--- src/rtl/mips_defs_pkg.sv ---
// Shared MIPS pipeline definitions: exception codes, reset/handler addresses,
// and the D-stage register layout used by the IF/ID pipeline register.
package mips_defs;

  localparam logic [3:0]  EXC_NONE   = 4'd0;
  localparam logic [3:0]  EXC_ADEL   = 4'd4;
  localparam logic [31:0] RESET_PC   = 32'h0000_3000;
  localparam logic [31:0] HANDLER_PC = 32'h0000_4180;
  localparam logic [31:0] NOP_INSTR  = 32'h0000_0000;

  typedef struct packed {
    logic [31:0] instr;
    logic [31:0] pc;
    logic [31:0] pc4;
    logic [3:0]  exc;
    logic        bd;
    logic        valid;
  } d_stage_t;

  typedef enum logic [1:0] {
    LD_FLUSH,
    LD_HOLD,
    LD_BUBBLE,
    LD_NORMAL
  } d_load_e;

  // A bubble keeps the fetch address so EPC logic always sees a defined PC.
  function automatic d_stage_t d_bubble(input logic [31:0] pc, input logic [31:0] pc4);
    d_stage_t b;
    b.instr = NOP_INSTR;
    b.pc    = pc;
    b.pc4   = pc4;
    b.exc   = EXC_NONE;
    b.bd    = 1'b0;
    b.valid = 1'b0;
    return b;
  endfunction

endpackage

--- src/rtl/if_id_reg.sv ---
// IF/ID pipeline register: captures the fetched instruction, PC, PC+4 and
// fetch exception; handles stall hold, flush, post-ERET bubble and BD tracking.
module if_id_reg
  import mips_defs::d_stage_t;
  import mips_defs::d_load_e;
  import mips_defs::LD_FLUSH;
  import mips_defs::LD_HOLD;
  import mips_defs::LD_BUBBLE;
  import mips_defs::LD_NORMAL;
  import mips_defs::d_bubble;
  import mips_defs::EXC_NONE;
  import mips_defs::NOP_INSTR;
#(
  parameter logic [31:0] RESET_PC = mips_defs::RESET_PC
) (
  input  logic        clk,
  input  logic        reset,
  input  logic [31:0] F_instr,
  input  logic [31:0] F_pc,
  input  logic [31:0] F_pc4,
  input  logic [3:0]  F_exc,
  input  logic        stall,
  input  logic        flush,
  input  logic        D_is_jump,
  input  logic        D_is_eret,
  output logic [31:0] D_instr,
  output logic [31:0] D_pc,
  output logic [31:0] D_pc4,
  output logic [3:0]  D_exc,
  output logic        D_bd,
  output logic        D_valid
);

  d_stage_t d_q, d_d;
  d_load_e  load_sel;

  // Priority below reset: flush > stall > eret bubble > normal load.
  always_comb begin
    load_sel = LD_NORMAL;
    if (flush)          load_sel = LD_FLUSH;
    else if (stall)     load_sel = LD_HOLD;
    else if (D_is_eret) load_sel = LD_BUBBLE;
  end

  // NOTE: every always_comb output gets a default first so no path infers a latch.
  always_comb begin
    d_d = d_q;
    unique case (load_sel)
      LD_FLUSH,
      LD_BUBBLE: d_d = d_bubble(F_pc, F_pc4);
      LD_HOLD:   d_d = d_q;
      LD_NORMAL: begin
        d_d.instr = F_instr;
        d_d.pc    = F_pc;
        d_d.pc4   = F_pc4;
        d_d.exc   = F_exc;
        // The instruction entering D sits in a delay slot iff the one leaving is a branch/jump.
        d_d.bd    = D_is_jump;
        d_d.valid = 1'b1;
      end
      default:   d_d = d_q;
    endcase
  end

  // NOTE: sequential state uses non-blocking assignments so all flops update together.
  always_ff @(posedge clk) begin
    if (reset) begin
      d_q.instr <= NOP_INSTR;
      d_q.pc    <= RESET_PC;
      d_q.pc4   <= RESET_PC + 32'd4;
      d_q.exc   <= EXC_NONE;
      d_q.bd    <= 1'b0;
      d_q.valid <= 1'b0;
    end else begin
      d_q <= d_d;
    end
  end

  assign D_instr = d_q.instr;
  assign D_pc    = d_q.pc;
  assign D_pc4   = d_q.pc4;
  assign D_exc   = d_q.exc;
  assign D_bd    = d_q.bd;
  assign D_valid = d_q.valid;

endmodule
--- config.mk ---
export PLATFORM = sky130hd
export DESIGN_NAME = if_id_reg
export DESIGN_NICKNAME = d
export VERILOG_FILES = /design/src/rtl/mips_defs_pkg.sv /design/src/rtl/if_id_reg.sv
export SDC_FILE = /design/constraint.sdc
export NUM_CORES = 1
export LEC_CHECK = 0
export ABC_CLOCK_PERIOD_IN_PS = 2400
export CAP_MARGIN = 20
export CELL_PAD_IN_SITES_DETAIL_PLACEMENT = 0
export CELL_PAD_IN_SITES_GLOBAL_PLACEMENT = 1
export CORE_MARGIN = 8
export CORE_UTILIZATION = 28
export CTS_CLUSTER_DIAMETER = 100
export DETAILED_ROUTE_END_ITERATION = 12
export PLACE_DENSITY = 0.93
export SKIP_CTS_REPAIR_TIMING = 1
export SYNTH_ARGS = -nofsm -noshare
export SYNTH_HDL_FRONTEND = slang
export SYNTH_SLANG_ARGS = --single-unit
--- constraint.sdc ---
create_clock -name clk -period 2.4 [get_ports clk]
set_clock_uncertainty 0.05 [all_clocks]
set_input_delay 0.24 -clock clk [delete_from_list [all_inputs] [get_ports clk]]
set_output_delay 0.24 -clock clk [all_outputs]
set_load 0.05 [all_outputs]
==> results.py <==
metrics = {
    "pwr": {
        "pwr-share-seq_pct": 45.2,
        "switching_share_pct": 27.38,
        "internal_power_mw": 2.914,
        "vdd_drop_max_uv": 306.7,
        "comb_power_share_pct": 20.2,
        "switchingPower_mw": 1.099,
        "power_leakage_nw": 2.250,
        "power.density_nw_per_um2": 676.4,
        "p_clk_share_pct": 34.7,
    },
    "cells_and_area": {
        "final_cells": 776,
        "areaGrowthSynthToFinish_pct": 69.12,
        "antennaDiodeCount": 0,
        "fill_cells": 1182,
        "drive_gt1_share_pct": 4.305,
        "fin_nets": 705,
    },
    "global_route": {
        "grt_start_max_net_pins": 65,
        "antenna_found_initial": 0,
        "grt_pass1_wl_um": 17830,
        "grt_pass1_vias": 3519,
        "grt_use_total_pct": 13.61,
        "grt_overflow_total": 0,
    },
    "sta": {
        "max_freq_mhz": 556.2,
        "grt_setup_unrepaired": "no",
        "finalSetupViolCount": 0,
        "worst_slew_pin_slew_ns": 0.6932,
        "timing.final.crit_share_pct": 74.91,
        "setup_tns_ns": 0,
        "hold_viol": 0,
        "min_period_ns": 1.798,
        "slew_headroom_pct": 53.79,
        "drv_slew": 0,
    },
    "worst_setup_path": {
        "critPathSlowestCell": "clkdlybuf4s50_1",
        "worstReg2RegEnd": "D_instr[25]",
        "path_class": "flip-flop to output pin",
        "reg2reg_slack_ns": 1.63,
        "cp_num_buf_inv": 1,
        "slowest_delay_ns": 0.82,
        "cp.arrival_ns": 1.51,
        "reg2reg_from": "D_instr[25]",
        "crit_family": "buffers and inverters",
        "r2r_cells": 2,
        "cp_cell_sequence": "clkdlybuf4s50_1",
        "required_ns": 2.11,
        "critPathLaunchType": "flip-flop",
        "cp-end-kind": "output pin",
        "worstPathMaxFanout": 2,
    },
    "logic_synthesis": {
        "yosysSeqAreaShare_pct": 58.20,
        "ys_types": 13,
        "ys_top_cells_by_area": "dfxtp_1 (58%), nand2_1 (14%), a21oi_1 (8.6%)",
        "post_synth.cell_area_avg_um2": 8.620,
        "postSynthCellCount": 407,
        "syn_nets": 513,
        "synth_top_area_share_pct": 58.20,
        "ys_seq_elements": 102,
        "syn-cell-area_um2": 3508,
        "yosys_warnings": 0,
        "synth_top_area_cell": "dfxtp_1",
    },
    "clock_tree": {
        "clk_path_buf_depth": 2,
        "numCtsBuffers": 9,
        "htree_num_levels": 3,
        "clk_pin_slew_worst_paths_ns": 0.06,
        "cts_tree": "done",
        "cts-root-buf": "clkbuf_16",
        "clock_sinks": 102,
        "clkLatencyLatePin_ns": 0.33,
    },
    "drt": {
        "drt-wirelength-per-cell_um": 14.74,
        "wl_um": 11440,
        "ant_nets": 0,
        "vias_per_cell": 4.403,
        "drc": 0,
        "drt_iter0_drc": 180,
        "vias": 3417,
        "drtPass1Iterations": 5,
    },
    "run_status": {
        "status": "finished, final reports clean",
    },
    "floorplan": {
        "dieArea_um2": 16370,
        "io_pins": 208,
        "initial_core_util_pct": 28.26,
        "core.rowCount": 41,
        "die_w_um": 127.9,
        "core_um2": 12410,
        "die_y_um": 127.9,
    },
    "job": {
        "cap_viol_max_count": 0,
    },
    "min_path": {
        "hold_class": "flip-flop to flip-flop",
        "hp-start": "D_pc[7]",
        "min_path_cells": 2,
        "hold_path_end": "D_pc[7]",
    },
    "place": {
        "place_hpwl_um": 8587,
        "dpl.cell_count": 760,
        "port_buffers": 207,
        "place_congestion": 0.7450,
    },
}
[cell usage in the layout (no fill, tap or decap)]
cell	n
clkdlybuf4s50_1	206
nand2_1	128
dfxtp_1	102
a21oi_1	60
nor2_1	38
a22oi_1	37
clkbuf_16	9
buf_4	7
nand3b_1	5
clkinv_2	4
clkbuf_1	2
or2_2	1
nor2_2	1
nor2b_4	1
nand2b_2	1
bufinv_16	1
buf_2	1
[how the worst max path moves through the flow]
stage | start | endpoint | slack (ns) | cells past startpoint
2_1_floorplan | flush | D_instr[10] | 1.37 | 4
3_3_place_gp | stall | D_instr[16] | 0.49 | 5
3_5_place_dp | stall | D_instr[25] | 0.36 | 5
4_1_cts | D_pc[27] | D_pc[27] | 0.58 | 1
5_1_grt | stall | D_instr[27] | 0.51 | 5
6_report | D_instr[11] | D_instr[11] | 0.60 | 1
[cell families (layout without fill, tap and decap cells)]
group | after synthesis | in the layout | synth area share, %
compound gates | 97 | 97 | 16.48
simple gates | 175 | 175 | 19.47
buf+inv | 33 | 230 | 5.849
flops | 102 | 102 | 58.20
[power by group through the flow]
stage,clock [mW],sequential [mW],combinational (mW)
2_1_floorplan,0,2.13,0.175
3_3_place_gp,0,1.85,0.808
3_5_place_dp,0,1.85,0.816
4_1_cts,1.45,1.81,0.819
5_1_grt,1.52,1.82,0.858
6_report,1.39,1.81,0.809
[per-layer routing]
layer,wire (um),up-vias,GRT usage [%],part of all wire [%]
li1,-,1720,-,-
met4,172,0,5.315,1.5
met3,1157,15,5.907,10
met5,0,-,0,0
met2,5428,128,22.31,47
met1,4683,1554,15.27,41
[flip-flops by register name (all words and copies together) (netlist names)]
name     flops
D_instr     32
D_valid      1
D_pc        32
D_pc4       32
D_exc        4
D_bd         1
[layout make-up]
type                       count  area (um2)  share of cell area (%)
tap                          172       215.2                   3.627
timing repair buffer         214        2120                   35.72
clock inverter                 5       50.05                  0.8435
multi-input combinational    272        1274                   21.47
sequential                   102        2042                   34.42
clock buffer                  11       232.7                   3.922
[cells in the mapped netlist]
cell type and count:
a22oi_1 37, or2_2 1, a21oi_1 60, nor2_1 39, nand2b_1 1, buf_4 1
nand2_1 128, buf_6 8, buf_2 14, clkbuf_1 10, dfxtp_1 102, nand3b_1 5
nor2b_1 1
[metrics by stage]
stage | hold WS [ns] | power (mW) | util, % | instance area (um2) | setup WS (ns)
floorplan | 0.3141 | 2.303 | - | 3508 | 1.374
global placement | 0.3866 | 2.656 | 45.52 | 5650 | 0.4874
detailed placement | 0.3923 | 2.668 | 45.52 | 5650 | 0.3645
CTS | 0.3865 | 4.084 | 47.79 | 5933 | 0.5781
global route | 0.4024 | 4.196 | 47.79 | 5933 | 0.5138
finish | 0.3982 | 4.013 | 47.79 | 5933 | 0.6021
Note: power is estimated with default switching activity, not from simulation.
